[src/rtl/y86_fetch_stage.sv]
// y86_fetch_stage
//   Pipelined Y86-64 fetch stage. It selects the fetch PC (return address,
//   then mispredict correction, then predicted PC) and decodes the 10
//   instruction bytes into icode/ifun/rA/rB/valC/valP. It predicts the next
//   PC and loads the F/D pipeline register that feeds decode.
//
// Ports
//   clk, rst                   clock; synchronous active-high reset
//   imem_addr                  fetch PC, combinational from PC select
//   imem_bytes, imem_error     instruction bytes (byte 0 at [7:0]) and
//                              invalid-address flag for imem_addr
//   F_stall                    hold predPC
//   D_stall, D_bubble          hold / load nop into the F/D register
//   redirect_valid/_pc         branch-mispredict correction
//   ret_valid/_pc              return address from write-back
//   D_*                        F/D register contents
//   f_halted                   fetch frozen after a non-AOK instruction
//
// Parameters
//   RESET_PC                   predPC value after reset
//
// Build option
//   Y86_BTFNT_EN               when defined, conditional jumps are predicted
//                              taken only when the target is backward
//                              (valC < valP); otherwise every jXX is taken.

module y86_fetch_stage #(
    parameter logic [63:0] RESET_PC = 64'h0
) (
    input  logic        clk,
    input  logic        rst,
    output logic [63:0] imem_addr,
    input  logic [79:0] imem_bytes,
    input  logic        imem_error,
    input  logic        F_stall,
    input  logic        D_stall,
    input  logic        D_bubble,
    input  logic        redirect_valid,
    input  logic [63:0] redirect_pc,
    input  logic        ret_valid,
    input  logic [63:0] ret_pc,
    output logic [2:0]  D_stat,
    output logic [3:0]  D_icode,
    output logic [3:0]  D_ifun,
    output logic [3:0]  D_rA,
    output logic [3:0]  D_rB,
    output logic [63:0] D_valC,
    output logic [63:0] D_valP,
    output logic        D_pred_taken,
    output logic        f_halted
);

    typedef enum logic [3:0] {
        I_HALT   = 4'h0,
        I_NOP    = 4'h1,
        I_RRMOVQ = 4'h2,
        I_IRMOVQ = 4'h3,
        I_RMMOVQ = 4'h4,
        I_MRMOVQ = 4'h5,
        I_OPQ    = 4'h6,
        I_JXX    = 4'h7,
        I_CALL   = 4'h8,
        I_RET    = 4'h9,
        I_PUSHQ  = 4'hA,
        I_POPQ   = 4'hB
    } icode_e;

    typedef enum logic [2:0] {
        STAT_AOK = 3'd1,
        STAT_HLT = 3'd2,
        STAT_ADR = 3'd3,
        STAT_INS = 3'd4
    } stat_e;

    typedef enum logic {
        FETCH_RUN,
        FETCH_HALTED
    } fetch_state_e;

    typedef struct packed {
        logic [2:0]  stat;
        logic [3:0]  icode;
        logic [3:0]  ifun;
        logic [3:0]  rA;
        logic [3:0]  rB;
        logic [63:0] valC;
        logic [63:0] valP;
        logic        pred_taken;
    } fd_t;

    localparam fd_t FD_BUBBLE = '{
        stat:       STAT_AOK,
        icode:      I_NOP,
        ifun:       4'h0,
        rA:         4'hF,
        rB:         4'hF,
        valC:       64'h0,
        valP:       64'h0,
        pred_taken: 1'b0
    };

    // ------------------------------------------------------------------
    // State
    // ------------------------------------------------------------------
    fetch_state_e state_q, state_d;
    logic [63:0]  pred_pc_q, pred_pc_d;
    fd_t          fd_q, fd_d;

    // ------------------------------------------------------------------
    // PC select
    // ------------------------------------------------------------------
    logic        redirect_any;
    logic [63:0] f_pc;

    always_comb begin
        redirect_any = ret_valid | redirect_valid;
        if (ret_valid) begin
            f_pc = ret_pc;
        end else if (redirect_valid) begin
            f_pc = redirect_pc;
        end else begin
            f_pc = pred_pc_q;
        end
    end

    assign imem_addr = f_pc;

    // ------------------------------------------------------------------
    // Decode
    // ------------------------------------------------------------------
    logic [3:0]  f_icode;
    logic [3:0]  f_ifun;
    logic        need_regids;
    logic        need_valc;
    logic        instr_valid;
    logic [3:0]  f_rA;
    logic [3:0]  f_rB;
    logic [63:0] f_valC;
    logic [63:0] f_valP;
    stat_e       f_stat;

    always_comb begin
        // A bad fetch address replaces the instruction with a nop so that
        // nothing downstream acts on garbage bytes.
        if (imem_error) begin
            f_icode = I_NOP;
            f_ifun  = 4'h0;
        end else begin
            f_icode = imem_bytes[7:4];
            f_ifun  = imem_bytes[3:0];
        end

        case (f_icode)
            I_RRMOVQ, I_IRMOVQ, I_RMMOVQ, I_MRMOVQ,
            I_OPQ, I_PUSHQ, I_POPQ: need_regids = 1'b1;
            default:                need_regids = 1'b0;
        endcase

        case (f_icode)
            I_IRMOVQ, I_RMMOVQ, I_MRMOVQ,
            I_JXX, I_CALL:          need_valc = 1'b1;
            default:                need_valc = 1'b0;
        endcase

        instr_valid = (f_icode <= I_POPQ);

        if (need_regids) begin
            f_rA = imem_bytes[15:12];
            f_rB = imem_bytes[11:8];
        end else begin
            f_rA = 4'hF;
            f_rB = 4'hF;
        end

        // The constant word starts right after the register byte when one
        // is present, otherwise right after the opcode byte.
        if (!need_valc) begin
            f_valC = '0;
        end else if (need_regids) begin
            f_valC = imem_bytes[79:16];
        end else begin
            f_valC = imem_bytes[71:8];
        end

        f_valP = f_pc + 64'd1 + 64'(need_regids) + (need_valc ? 64'd8 : 64'd0);

        if (imem_error) begin
            f_stat = STAT_ADR;
        end else if (!instr_valid) begin
            f_stat = STAT_INS;
        end else if (f_icode == I_HALT) begin
            f_stat = STAT_HLT;
        end else begin
            f_stat = STAT_AOK;
        end
    end

    // ------------------------------------------------------------------
    // Next-PC prediction
    // ------------------------------------------------------------------
    logic        f_pred_taken;
    logic [63:0] f_pred_pc;

    always_comb begin
        f_pred_taken = 1'b0;
        if (f_icode == I_CALL) begin
            f_pred_taken = 1'b1;
        end else if (f_icode == I_JXX) begin
`ifdef Y86_BTFNT_EN
            // Unconditional jmp is always taken; conditional jumps only
            // when jumping backward (loop-closing branches).
            f_pred_taken = (f_ifun == 4'h0) || (f_valC < f_valP);
`else
            f_pred_taken = 1'b1;
`endif
        end
        f_pred_pc = f_pred_taken ? f_valC : f_valP;
    end

    fd_t f_fd;

    always_comb begin
        f_fd            = FD_BUBBLE;
        f_fd.stat       = f_stat;
        f_fd.icode      = f_icode;
        f_fd.ifun       = f_ifun;
        f_fd.rA         = f_rA;
        f_fd.rB         = f_rB;
        f_fd.valC       = f_valC;
        f_fd.valP       = f_valP;
        f_fd.pred_taken = f_pred_taken;
    end

    // ------------------------------------------------------------------
    // Halt FSM, predPC and F/D register control
    // ------------------------------------------------------------------
    logic halted_now;
    logic load_fetched;

    always_comb begin
        state_d   = state_q;
        pred_pc_d = pred_pc_q;
        fd_d      = fd_q;

        // A redirect or return releases the halt in the same cycle, so the
        // redirected instruction is fetched and loaded normally.
        halted_now   = (state_q == FETCH_HALTED) && !redirect_any;
        load_fetched = !D_stall && !D_bubble && !halted_now;

        if (redirect_any || (!F_stall && state_q == FETCH_RUN)) begin
            pred_pc_d = f_pred_pc;
        end

        if (!D_stall) begin
            fd_d = load_fetched ? f_fd : FD_BUBBLE;
        end

        if (load_fetched && f_stat != STAT_AOK) begin
            state_d = FETCH_HALTED;
        end else if (redirect_any) begin
            state_d = FETCH_RUN;
        end
    end

    always_ff @(posedge clk) begin
        if (rst) begin
            state_q   <= FETCH_RUN;
            pred_pc_q <= RESET_PC;
            fd_q      <= FD_BUBBLE;
        end else begin
            state_q   <= state_d;
            pred_pc_q <= pred_pc_d;
            fd_q      <= fd_d;
        end
    end

    // ------------------------------------------------------------------
    // Outputs
    // ------------------------------------------------------------------
    assign D_stat       = fd_q.stat;
    assign D_icode      = fd_q.icode;
    assign D_ifun       = fd_q.ifun;
    assign D_rA         = fd_q.rA;
    assign D_rB         = fd_q.rB;
    assign D_valC       = fd_q.valC;
    assign D_valP       = fd_q.valP;
    assign D_pred_taken = fd_q.pred_taken;
    assign f_halted     = (state_q == FETCH_HALTED);

endmodule
[config.mk]
export PLATFORM = sky130hd
export DESIGN_NAME = y86_fetch_stage
export DESIGN_NICKNAME = d
export VERILOG_FILES = /design/src/rtl/y86_fetch_stage.sv
export SDC_FILE = /design/constraint.sdc
export NUM_CORES = 1
export LEC_CHECK = 0
export BUFFER_PORTS_ARGS = -buffer_cell sky130_fd_sc_hd__buf_4
export CAP_MARGIN = 30
export CORE_MARGIN = 3
export CORE_UTILIZATION = 40
export CTS_CLUSTER_SIZE = 25
export DETAILED_ROUTE_END_ITERATION = 16
export PLACE_DENSITY = 0.81
export SLEW_MARGIN = 20
export SYNTH_ARGS = -nofsm -noshare
export SYNTH_HDL_FRONTEND = slang
export SYNTH_SLANG_ARGS = --single-unit
[constraint.sdc]
create_clock -name clk -period 3.4 [get_ports clk]
set_input_delay 0.17 -clock clk [delete_from_list [all_inputs] [get_ports clk]]
set_output_delay 0.17 -clock clk [all_outputs]
set_load 0.005 [all_outputs]
; Word level (Yosys, flattened, before mapping)
; Cells that the tools add are included.
[word_totals]
regBits = 213
in_bits = 216
output_inout_bits = 213
word_cells = 61
[op_classes]
addsub = 3
order_cmp = 1
n_eq_ne = 10
mux = 20
bitwise_logic = 2
n_reduce_logical = 15
[op_table]
columns = cell, n
row1 = $mux 64, 5
row2 = $mux 148, 1
row3 = $add 64x1->64, 1
row4 = $add 64x1->64 const B, 1
row5 = $add 64x4->64, 1
row6 = $mux 4, 5
row7 = $eq 4x3->1 const B, 4
row8 = $eq 4x4->1 const B, 3
row9 = $eq 4x2->1 const B, 2
row10 = $reduce_or 7->1, 1
row11 = $mux 1, 6
row12 = $mux 3, 2
row13 = $logic_and 1x1->1, 5
row14 = $logic_not 1->1, 5
row15 = $reduce_or 5->1, 1
row16 = $le 4x4->1 const B, 1
row17 = $logic_not 4->1, 1
row18 = $ne 3x1->1 const B, 1
row19 = $mux 2, 1
row20 = $reduce_bool 2->1, 1
row21 = $logic_or 1x1->1, 1
row22 = $not 1->1, 1
row23 = $or 1x1->1, 1

; Longest topological paths before layout
; Gate-level depths: netlist (run 1).
[logic_depth]
ltp_word = 8
mapped_depth = 19

; Worst setup path before layout (run 1)
; OpenSTA, ideal clock, no wires.
[synth_path]
path_type = input to register
from = input port ret_valid
to = register fd_q (netlist bit D_valP[51])
arrival_ps = 3578
required_ps = 3283
setup_slack_ps = -295
stages = 16
cell_sequence = buf_4 buf_6 buf_6 buf_2 buf_2 buf_1 o21ai_0 ha_1 nand2_1 o41ai_2 or4b_1 clkbuf_1 nor4_4 nand4_1 xnor2_1 a22o_1
[synth_via]
word_cells_on_any_way = 10
cone_classes = add/sub (3) / mux (2) / bitwise (1) / reduce/logical (4)
[synth_rtl]
columns = item, line_no
row1 = from (decl), 40  ; input logic ret_valid,
row2 = $mux 64, 117  ; if (ret_valid) begin
row3 = named net imem_addr[3], 32  ; output logic [63:0] imem_addr,
row4 = $add 64x1->64 (2 in a row), 185  ; f_valP = f_pc + 64'd1 + 64'(need_regids) + (need_valc ? 64'd8 : 64'd0);
row5 = $add 64x4->64, 185
row6 = $mux 148, 255  ; fd_d = load_fetched ? f_fd : FD_BUBBLE;
row7 = to (signal assigned), 269  ; fd_q <= FD_BUBBLE;
row8 = to (signal assigned), 273  ; fd_q <= fd_d;
row9 = to (decl), 107  ; fd_t fd_q, fd_d;
; The timed path passes the listed nets, and every way through them passes these cells.
; A chain may end at the register's enable or synchronous reset.

; Worst setup path after layout (run 1)
[layout_path]
from = register pred_pc_q[0]
to = register pred_pc_q[42]
[layout_via]
elab_chain_len = 6
[layout_rtl]
columns = item, line_no
row1 = from (decl), 106  ; logic [63:0] pred_pc_q, pred_pc_d;
row2 = from (signal assigned), 272  ; pred_pc_q <= pred_pc_d;
row3 = $mux 64, 119  ; end else if (redirect_valid) begin
row4 = $mux 64, 117
row5 = $add 64x1->64 (2 in a row), 185
row6 = $add 64x4->64, 185
row7 = $mux 64, 217  ; f_pred_pc = f_pred_taken ? f_valC : f_valP;
; Every way passes these cells.

==> results.ini, run 1 <==
[grt]
initial_antenna_violation_count = 0
maximum_number_of_pins_on_one_net_before_global_route_repair = 136
grt_overflow = 0
grt_pass1_vias = 13100
global_route.usage.total = 0.326
grt_first_pass_wirelength_um = 78600

[route]
route.antenna.remaining_nets = 0
drtPass1Iterations = 6
drc_errors = 0
detail_route.vias_per_cell = 5.83
avgRoutedWirePerCell_um = 23.2
drt-initial-drc-count = 1469
route.final.wire_length_um = 53900
routed-via-count = 13600

[yosys]
netlist_instances = 1486
synth_largest_area_cell = dfxtp_1
synth.cell_area_sq_um = 11700
synth_seq_area_share = 0.366
synth_enable_flop_cells = 0
ys_dominant_reg_cell = dfxtp_1
post_synth_num_cell_types = 72
synth_seq_cells = 213
ys_top_cells_by_area = dfxtp_1 (37%), nand2_1 (8.3%), mux2i_1 (6.9%)
synth.avg_cell_area_sq_um = 7.84
syn-num-nets = 1705
synth_top_cell_area_share = 0.366
ys.warnings.count = 0
async_reset_ff_frac = 0

[clocking]
cts.sinks = 213
clockRootBuffer = clkbuf_16
cts_buffer_depth = 3
worstSkewPairLatency_ns = 0.52
tritoncts = built
path_clk_slew_ns = 0.06
htree_num_levels = 1
cts_inserted_buffers = 25

[worst_setup_path]
crit-reg2reg-launch = pred_pc_q[0]$_SDFFE_PP0P_
critical_path_arrival_ns = 3.60
critPathCaptureType = flip-flop
ff2ff_path_depth = 13
timing.rr.end = pred_pc_q[42]$_SDFFE_PP0P_
cp_max_fo = 12
worstPathRequired_ns = 3.81
setup_slack_of_the_most_critical_reg_to_reg_path_ns = 0.21
critical_path_class = reg2reg
critPathLaunchType = flip-flop

[power]
total_power_mw = 6.72
power.static_leakage_nw = 7.39
cellPowerDensity_nw_per_um2 = 407
max-vdd-ir-drop_uv = 353

[hold_path]
hold_path_depth = 3
min_delay_worst_endpoint = D_stat[2]$_SDFFE_PP0N_
timing.hold.worst.class = in2reg
worst_hold_startpoint = imem_bytes[6]

[timing]
rsz0062_at_grt = no
final-hold-violation-count = 0
fin_worst_skew_ns = 0.00971
timing.max_slew.rel_slack = 0.399
post-route-period-util = 0.939
setup_violations = 0
clock.fmax_ghz = 0.313
tightest_slew_ns = 0.902
report.final.slew_viol_count = 0
finalCriticalPeriod_ns = 3.19

[placed_design]
hpwlAfterDp_um = 40800
routabilityCongestion = 0.921
numPortBuffers = 428
place.detailed.instances = 2265

[die]
pin_count = 429
chipHeight_um = 177
core-area_sq_um = 28200
fp_rows = 61
die_x_um = 177
initial_cell_density_of_the_core = 0.413
dieArea_sq_um = 31200

[finish]
number_of_inserted_diodes = 0
sequential_cell_area_sq_um = 4260
multi_input_area_sq_um = 6830
fin_nets = 2150
instances_no_fill = 2326
layout-area-overhead-vs-synth_pct = 41.7
drive_above_1_share = 0.310
final.fill_count = 2553

[job]
drv.max_cap_violation_count = 0

[outcome]
status = completed

-- how the worst max path moves through the flow --
stage / from / to
after floorplan: ret_valid / D_valP[51]$_SDFFE_PP0N_
after global placement: imem_bytes[5] / pred_pc_q[42]$_SDFFE_PP0P_
after detailed placement: imem_bytes[5] / pred_pc_q[42]$_SDFFE_PP0P_
after CTS: pred_pc_q[0]$_SDFFE_PP0P_ / pred_pc_q[42]$_SDFFE_PP0P_
after global routing: pred_pc_q[0]$_SDFFE_PP0P_ / pred_pc_q[42]$_SDFFE_PP0P_
final: pred_pc_q[0]$_SDFFE_PP0P_ / pred_pc_q[42]$_SDFFE_PP0P_
-- cell usage after synthesis, drive strengths merged (19+ instances only) --
library cell    n
buf            33
a22oi          89
xnor2          31
a22o           46
inv            21
clkbuf         86
nand2         260
dfxtp         213
a21oi          93
o21ai         114
nor2          142
xor2           19
nand3          25
mux2i          80
nor3           19
-- per-stage QoR --
stage                      util  hold WS (ns)  worst slack, ns  TNS (ns)  area (sq um)
after global routing      0.585        0.0421           0.0283         0         16500
final                     0.585        0.0393            0.209         0         16500
after CTS                 0.584        0.0161            0.121         0         16500
after floorplan               -         0.310          0.00737         0         11700
after detailed placement  0.552         0.415           -0.119    -0.363         15600
after global placement    0.552         0.404          -0.0509   -0.0714         15600
-- registers in the layout, indices dropped and copies added, names as in the netlist --
register,count
D_valC,64
D_valP,64
pred_pc_q,64
D_icode,4
D_ifun,4
D_rA,4
D_rB,4
D_stat,3
D_pred_taken,1
f_halted,1
-- what timing repair did --
| item | 4_1_cts | 5_1_grt |
|---|---|---|
| buffers inserted | 0 | 1 |
| gates resized for setup | 0 | 1 |
| hold buffers | 16 | 0 |
| hold endpoints to repair | 16 | 0 |
| endpoints found under the setup margin | 0 | 8 |
-- per-layer routing --
layer	global-route usage	routed length [um]
met1	0.387	19600
met2	0.554	25700
met3	0.0697	5440
met4	0.167	3170
met5	0	0
-- critical path, stage by stage (launching register included) --
cell and delay, ns:
dfxtp_1 0.32, mux2i_1 0.07, o21a_1 0.22, ha_2 0.20, inv_2 0.06, ha_1 0.17, o2111ai_1 0.16, a221oi_2 0.43
nand2_2 0.27, nor3_1 0.25, buf_4 0.23, a31oi_1 0.11, or3b_1 0.38, a22o_1 0.19
-- layout by cell type, fill, tap and decap left out, drive strengths merged, types with 9 or more instances in the layout --
cell         count
a21o            14
a21oi           93
a22o            46
a22oi           89
and3            13
and4            10
buf            521
clkbuf          34
dfxtp          213
dlygate4sd3     16
inv             21
mux2i           80
nand2          260
nand2b          15
nand3           25
nand4           18
nor2           142
nor3            19
nor4            16
o21ai          114
o22ai           12
or2              9
or3             14
xnor2           31
xor2            19
-- kinds of logic after synthesis --
kind of cell    Yosys count  synth area share
buf+inv                 140            0.0549
xor+xnor                 50            0.0376
mux                      82            0.0706
simple gates            581             0.234
flops                   213             0.366
fa+ha+maj                 3           0.00322
compound gates          417             0.234
-- report_power, final --
part	total (mW)	switching, mW	internal, mW
registers	2.69	0.0793	2.61
clock network	2.58	1.11	1.47
logic	1.45	0.791	0.663
total	6.72	1.98	4.74
-- final cells by class --
| type | instances | area share |
|---|---|---|
| multi-input combinational | 1133 | 0.414 |
| sequential | 213 | 0.258 |
| timing repair buffer | 537 | 0.248 |
| clock buffer | 34 | 0.0411 |
| tap | 378 | 0.0286 |
| clock inverter | 10 | 0.00523 |
| inverter | 21 | 0.00477 |
Note: power is estimated with default switching activity, not from simulation.
==> run 2, diff against run 1 <==
Settings changed: CELL_PAD_IN_SITES_DETAIL_PLACEMENT set to 0, CELL_PAD_IN_SITES_GLOBAL_PLACEMENT set to 1, CORE_UTILIZATION 40 to 32, PLACE_DENSITY 0.81 to 0.89.
==> results.ini, run 2 (synthesis results as in run 1) <==
[worst_setup_path]
critical_path_class = in2reg
crit-reg2reg-launch = pred_pc_q[1]$_SDFFE_PP0P_
crit_path_frequent_cell = buf_4
critPathLaunchType = input port
worstPathRequired_ns = 3.84  ; +0.03 ns
worst_setup_path_startpoint = imem_bytes[5]
ff2ff_path_depth = 13  ; unchanged
path_cells = dlygate4sd3_1, buf_4, mux2i_1, or2_2, a21o_2, inv_2, ha_4, nand2_2, o41ai_4, or4b_4, nor4_4, buf_4, nand4b_1, xnor2_1, a22o_1
timing.rr.end = D_valP[44]$_SDFFE_PP0N_
cp_max_fo = 7  ; -5
setup_slack_of_the_most_critical_reg_to_reg_path_ns = 0.37  ; +0.16 ns
critical_path_arrival_ns = 3.72  ; +0.12 ns
crit_slowest_cell = or4b_4
critPathCaptureType = flip-flop
cpPeakStageDelay_ns = 0.58  ; +0.15 ns

[outcome]
status = completed

[die]
fp_rows = 69  ; +13%
die_x_um = 197  ; +11%
chipHeight_um = 197  ; +11%
core-area_sq_um = 35700  ; +27%
initial_cell_density_of_the_core = 0.326  ; -0.0866
dieArea_sq_um = 38700  ; +24%
pin_count = 429  ; unchanged

[grt]
grt_pass1_vias = 13000  ; -0.86%
grt_overflow = 0  ; unchanged
global_route.usage.total = 0.279  ; -0.0469
maximum_number_of_pins_on_one_net_before_global_route_repair = 86  ; -37%
initial_antenna_violation_count = 2  ; +2
grt_first_pass_wirelength_um = 83400  ; +6.1%

[route]
drc_errors = 0  ; unchanged
route.antenna.remaining_nets = 0  ; unchanged
routed-via-count = 13200  ; -2.3%
drtPass1Iterations = 5  ; -1
route.final.wire_length_um = 57100  ; +5.9%
drt-initial-drc-count = 1172  ; -20%
avgRoutedWirePerCell_um = 23.6  ; +2.0%
detail_route.vias_per_cell = 5.49  ; -5.9%

[placed_design]
place.detailed.instances = 2348  ; +3.7%
numPortBuffers = 428  ; unchanged
hpwlAfterDp_um = 43500  ; +6.7%
routabilityCongestion = 0.925  ; +0.49%

[power]
total_power_mw = 7.24  ; +7.7%
cellPowerDensity_nw_per_um2 = 428  ; +5.2%
power.static_leakage_nw = 7.58  ; +2.5%
max-vdd-ir-drop_uv = 364  ; +3.1%

[timing]
report.final.slew_viol_count = 0  ; unchanged
rsz0062_at_grt = no
tightest_slew_ns = 0.976  ; +0.0738 ns
fin_worst_skew_ns = 0.0179  ; +0.00815 ns
clock.fmax_ghz = 0.304  ; -2.9%
timing.max_slew.rel_slack = 0.349  ; -0.0492
finalCriticalPeriod_ns = 3.29  ; +0.0953 ns
setup_violations = 0  ; unchanged
setup_total_negative_slack_ns = 0  ; unchanged
post-route-period-util = 0.967  ; +0.0280
final-hold-violation-count = 0  ; unchanged

[finish]
drive_above_1_share = 0.318  ; +0.00807
instances_no_fill = 2415  ; +3.8%
fin_nets = 2154  ; +0.19%
layout-area-overhead-vs-synth_pct = 45.0
commonest_cells_after_routing_fill_and_taps_aside = buf_4 (519), nand2_1 (255), dfxtp_1 (213), nor2_1 (138), a21oi_1 (92)
final.fill_count = 3540  ; +39%
layout.cells.most_common = buf_4

[clocking]
htree_num_levels = 1  ; unchanged
cts.sinks = 213  ; unchanged
cts_buffer_depth = 3  ; unchanged
tritoncts = built
worstSkewPairLatency_ns = 0.54  ; +0.02 ns
cts_inserted_buffers = 26  ; +4.0%
path_clk_slew_ns = 0.06  ; about the same
clockRootBuffer = clkbuf_16

[job]
drv.max_cap_violation_count = 0  ; unchanged

[hold_path]
min_delay_worst_endpoint = D_icode[0]$_SDFFE_PP1N_
timing.hold.worst.class = in2reg
worst_hold_startpoint = D_bubble
hold_path_depth = 5  ; +2

[run 2: cell type report]
| class | instances | area [sq um] | share of cell area |
|---|---|---|---|
| Multi-Input combinational cell | 1133 | 6900 | 0.408 |
| Sequential cell | 213 | 4260 | 0.252 |
| Clock buffer | 35 | 766 | 0.0453 |
| Timing Repair Buffer | 540 | 4140 | 0.245 |
| Inverter | 21 | 78.8 | 0.00466 |
| Clock inverter | 10 | 179 | 0.0106 |
| Antenna cell | 2 | 5.00 | 0.000296 |
| Tap cell | 461 | 577 | 0.0341 |
[run 2: critical path, delay by kind of cell]
| family | cells | cell delay, ns |
|---|---|---|
| adders and majority gates | 1 | 0.15 |
| xor gates and xnor gates | 1 | 0.16 |
| buffers and inverters | 4 | 1.00 |
| and+or+nand+nor | 5 | 1.33 |
| AOI/OAI and AO/OA | 3 | 0.79 |
| muxes | 1 | 0.11 |
[run 2: per-stage QoR]
step | worst slack (ns) | area (sq um) | utilization | hold slack [ns]
after floorplan | 0.00737 | 11700 | - | 0.310
after global placement | 0.0568 | 15700 | 0.439 | 0.402
after detailed placement | 0.0350 | 15700 | 0.439 | 0.410
after CTS | 0.0307 | 16800 | 0.470 | 0.0483
after global routing | 0.00445 | 16900 | 0.473 | 0.0968
final | 0.114 | 16900 | 0.473 | 0.0656
[run 2: worst max-delay path by stage]
stage,endpoint,slack [ns]
2_1_floorplan,D_valP[51]$_SDFFE_PP0N_,0.007
3_3_place_gp,D_valP[14]$_SDFFE_PP0N_,0.06
3_5_place_dp,D_valP[14]$_SDFFE_PP0N_,0.04
4_1_cts,D_valP[14]$_SDFFE_PP0N_,0.03
5_1_grt,D_valP[51]$_SDFFE_PP0N_,0.004
6_report,D_valP[59]$_SDFFE_PP0N_,0.11
[run 2: routing by layer]
layer  track usage  routed length (um)  vias to the layer above
met2         0.482               27200                      626
met3        0.0581                4880                       97
met4        0.0781                1820                        2
met1         0.353               23200                     6326
met5             0                  13                        -
li1              -                   -                     6196
[run 2: what timing repair did]
| action | in CTS | in global routing |
|---|---|---|
| buffers inserted | 0 | 2 |
| resized for setup | 0 | 15 |
| hold buffers | 17 | 0 |
| hold endpoints to repair | 25 | 0 |
| endpoints found under the setup margin | 0 | 60 |
[run 2: where the power goes]
| group | total (mW) | switching (mW) | internal (mW) |
|---|---|---|---|
| clock | 3.10 | 1.15 | 1.94 |
| combinational | 1.47 | 0.800 | 0.665 |
| sequential | 2.68 | 0.0744 | 2.61 |
==> run 3, diff against run 2 <==
Settings changed: ABC_AREA set to 1, CORE_UTILIZATION 32 to 31, SETUP_SLACK_MARGIN set to 0.05.
==> results.ini, run 3 <==
[timing]
fin_worst_skew_ns = 0.0123  ; -0.00554 ns
setup_violations = 0  ; unchanged
rsz0062_at_grt = yes
clock.fmax_ghz = 0.319  ; +4.7%
post-route-period-util = 0.923  ; -0.0435
final.hold.worst_slack_ns = 0.0167  ; -0.0489 ns
report.final.slew_viol_count = 0  ; unchanged
final-hold-violation-count = 0  ; unchanged
timing.max_slew.rel_slack = 0.334  ; -0.0156
finalCriticalPeriod_ns = 3.14  ; -0.148 ns
setup_total_negative_slack_ns = 0  ; unchanged
timing.final.ws_setup_ns = 0.261  ; +0.148 ns
tightest_slew_ns = 0.999  ; +0.0234 ns

[worst_setup_path]
worst-path-stages = 24  ; +9
setup.worst_path.end = pred_pc_q[42]$_SDFFE_PP0P_
crit_path_frequent_cell = nand2_1
cpPeakStageDelay_ns = 0.53  ; -0.05 ns
critPathCaptureType = flip-flop
critical_path_arrival_ns = 3.55  ; -0.17 ns
worstPathRequired_ns = 3.81  ; -0.03 ns
path_buf_inv = 7  ; +3
setup_slack_of_the_most_critical_reg_to_reg_path_ns = 0.60  ; +0.23 ns
worst_setup_path_startpoint = imem_error
timing.rr.end = pred_pc_q[42]$_SDFFE_PP0P_
crit_slowest_cell = dlygate4sd3_1
ff2ff_path_depth = 20  ; +7
cp_max_fo = 6  ; -1
critPathLaunchType = input port
critical_path_class = in2reg
crit-reg2reg-launch = pred_pc_q[0]$_SDFFE_PP0P_
timing.critical_path.max_delay_family = simple AND/OR/NAND/NOR gates
path_cells = dlygate4sd3_1, buf_4, inv_1, nand2_1, nor2_1, o221ai_1, nand2_2, clkinv_1, ha_1, inv_1, ha_2, nand2_1, inv_1, nand3_1, nand2_2, nand3_2, nor2_2, nand2_1, inv_1, nand2_1, nand2_1, nand3_1, nand2_1, a21oi_1

[yosys]
ys_top_cells_by_area = dfxtp_1 (31%), nand2_1 (26%), a21oi_1 (9.4%)
synth_enable_flop_cells = 0  ; unchanged
netlist_instances = 2335  ; +57%
syn-num-nets = 2554  ; +50%
ys.warnings.count = 0  ; unchanged
netlist_top_cells_count = nand2_1 (950), a21oi_1 (257), dfxtp_1 (213)
async_reset_ff_frac = 0  ; unchanged
ys_dominant_reg_cell = dfxtp_1
synth_seq_area_share = 0.313  ; -0.0527
synth.avg_cell_area_sq_um = 5.83  ; -26%
synth.cell_area_sq_um = 13600  ; +17%
synth_top_cell_area_share = 0.313  ; -0.0527
synth_largest_area_cell = dfxtp_1
post_synth_num_cell_types = 35  ; -51%
most_used_standard_cell_by_instance_count_after_synthesis = nand2_1
synth_seq_cells = 213  ; unchanged

[placed_design]
post-place-ws_ns = 0.0942  ; +0.0591 ns
routabilityCongestion = 0.996  ; +7.6%
numPortBuffers = 428  ; unchanged
hpwlAfterDp_um = 54800  ; +26%

[clocking]
postCtsSetupRepairBufs = 0  ; unchanged
cts_inserted_buffers = 26  ; unchanged
cts_buffer_depth = 3  ; unchanged
clockRootBuffer = clkbuf_16
cts.sinks = 213  ; unchanged
htree_num_levels = 1  ; unchanged
tritoncts = built
worstSkewPairLatency_ns = 0.56  ; +0.02 ns
path_clk_slew_ns = 0.06  ; about the same

[finish]
utilization = 0.429  ; -0.0436
sequential_cell_area_sq_um = 4260  ; unchanged
commonest_cells_after_routing_fill_and_taps_aside = nand2_1 (946), buf_4 (483), a21oi_1 (257), dfxtp_1 (213), nand3_1 (203)
layout-area-overhead-vs-synth_pct = 36.4
drive_above_1_share = 0.225  ; -0.0933
layout.cells.most_common = nand2_1
final.fill_count = 4760  ; +34%
fin_nets = 2956  ; +37%
number_of_inserted_diodes = 0  ; -2
multi_input_area_sq_um = 8170  ; +18%

[route]
route.antenna.remaining_nets = 0  ; unchanged
avgRoutedWirePerCell_um = 21.1  ; -11%
detail_route.vias_per_cell = 5.14  ; -6.4%
routed-via-count = 17100  ; +29%
route.final.wire_length_um = 70500  ; +24%
drt-initial-drc-count = 1679  ; +43%
drtPass1Iterations = 6  ; +1
drc_errors = 0  ; unchanged

[power]
combinational_power_share = 0.251  ; +0.049
max-vdd-ir-drop_uv = 360  ; -1.2%
power.static_leakage_nw = 8.46  ; +12%
pwr-share-seq = 0.366  ; -0.004
p_int_mw = 5.00  ; -4.2%
cellPowerDensity_nw_per_um2 = 401  ; -6.4%
netSwitchingPower_mw = 2.45  ; +21%
total_power_mw = 7.45  ; +2.8%
power_frac_clock = 0.382  ; -0.046
switching_share = 0.329  ; +0.0493

[die]
initial_cell_density_of_the_core = 0.315  ; -0.0114
fp_rows = 76  ; +10%
core-area_sq_um = 43300  ; +21%
pin_count = 429  ; unchanged
chipHeight_um = 216  ; +9.5%
dieArea_sq_um = 46500  ; +20%
die_x_um = 216  ; +9.5%

[grt]
grt_first_pass_wirelength_um = 105000  ; +26%
grt_overflow = 0  ; unchanged
maximum_number_of_pins_on_one_net_before_global_route_repair = 118  ; +37%
global_route.usage.total = 0.292  ; +0.0131
grt_pass1_vias = 16700  ; +29%
initial_antenna_violation_count = 2  ; unchanged

[outcome]
status = completed

[hold_path]
timing.hold.worst.class = in2reg

[job]
drv.max_cap_violation_count = 0  ; unchanged

==> run 3: worst min path at each step <==
stage	from	end	slack (ns)	cells after the start
CTS	imem_bytes[45]	D_valC[37]$_SDFFE_PP0N_	0.003	5
detailed placement	imem_bytes[14]	D_rA[2]$_SDFFE_PP1N_	0.43	3
global route	imem_bytes[45]	D_valC[37]$_SDFFE_PP0N_	0.05	5
floorplan	imem_bytes[0]	D_ifun[0]$_SDFFE_PP0N_	0.31	2
global placement	imem_bytes[11]	D_rB[3]$_SDFFE_PP1N_	0.42	3
finish	imem_bytes[47]	D_valC[39]$_SDFFE_PP0N_	0.02	5
==> run 3: kinds of logic (layout without fill, tap and decap cells) <==
| logic type | after synthesis | count (layout) | synth area share |
|---|---|---|---|
| buffers and inverters | 293 | 711 | 0.0910 |
| DFF | 213 | 213 | 0.313 |
| xor gates and xnor gates | 23 | 23 | 0.0148 |
| adders and majority gates | 3 | 3 | 0.00276 |
| and+or+nand+nor | 1453 | 1453 | 0.444 |
| AOI/OAI and AO/OA | 350 | 350 | 0.134 |
==> run 3: worst min-delay path: cells and delay by family <==
family                 cells  cell delay, ns
AO/OA/AOI/OAI              1            0.06
buffers and inverters      2            0.17
AND/OR/NAND/NOR            2            0.14
==> run 3: cell type report <==
type | count | share of cell area
multi-input cells | 1829 | 0.440
clock inverters | 7 | 0.00478
clock buffers | 37 | 0.0400
repair buffers | 513 | 0.215
inverters | 154 | 0.0314
flip-flops and latches | 213 | 0.230
well taps | 585 | 0.0394
==> run 3: power by group through the flow <==
stage          Clock (mW)  Combinational [mW]  Sequential (mW)
6_report             2.85                1.87             2.73
5_1_grt              2.98                2.05             2.74
4_1_cts              2.89                1.85             2.72
3_5_place_dp            0                1.83             2.78
3_3_place_gp            0                1.82             2.78
2_1_floorplan           0               0.960             2.75
==> run 3: metal layers <==
layer	routed length, um	share of wire	global-route usage
met2	31000	0.44	0.461
met3	6400	0.091	0.0691
met5	27	0.00038	0
met4	1590	0.023	0.0672
met1	31500	0.45	0.404
==> run 3: through the flow <==
step	cell area [sq um]	std cells
after floorplan	13600	2335
after global placement	17500	3272
after detailed placement	17500	3273
after CTS	18500	3338
after global routing	18600	3338
final	18600	3338
==> run 3: timing repair <==
item	4_1_cts	5_1_grt
hold buffers	21	0
setup endpoints to repair	0	56
gates resized for setup	0	15
hold endpoints to repair	21	0
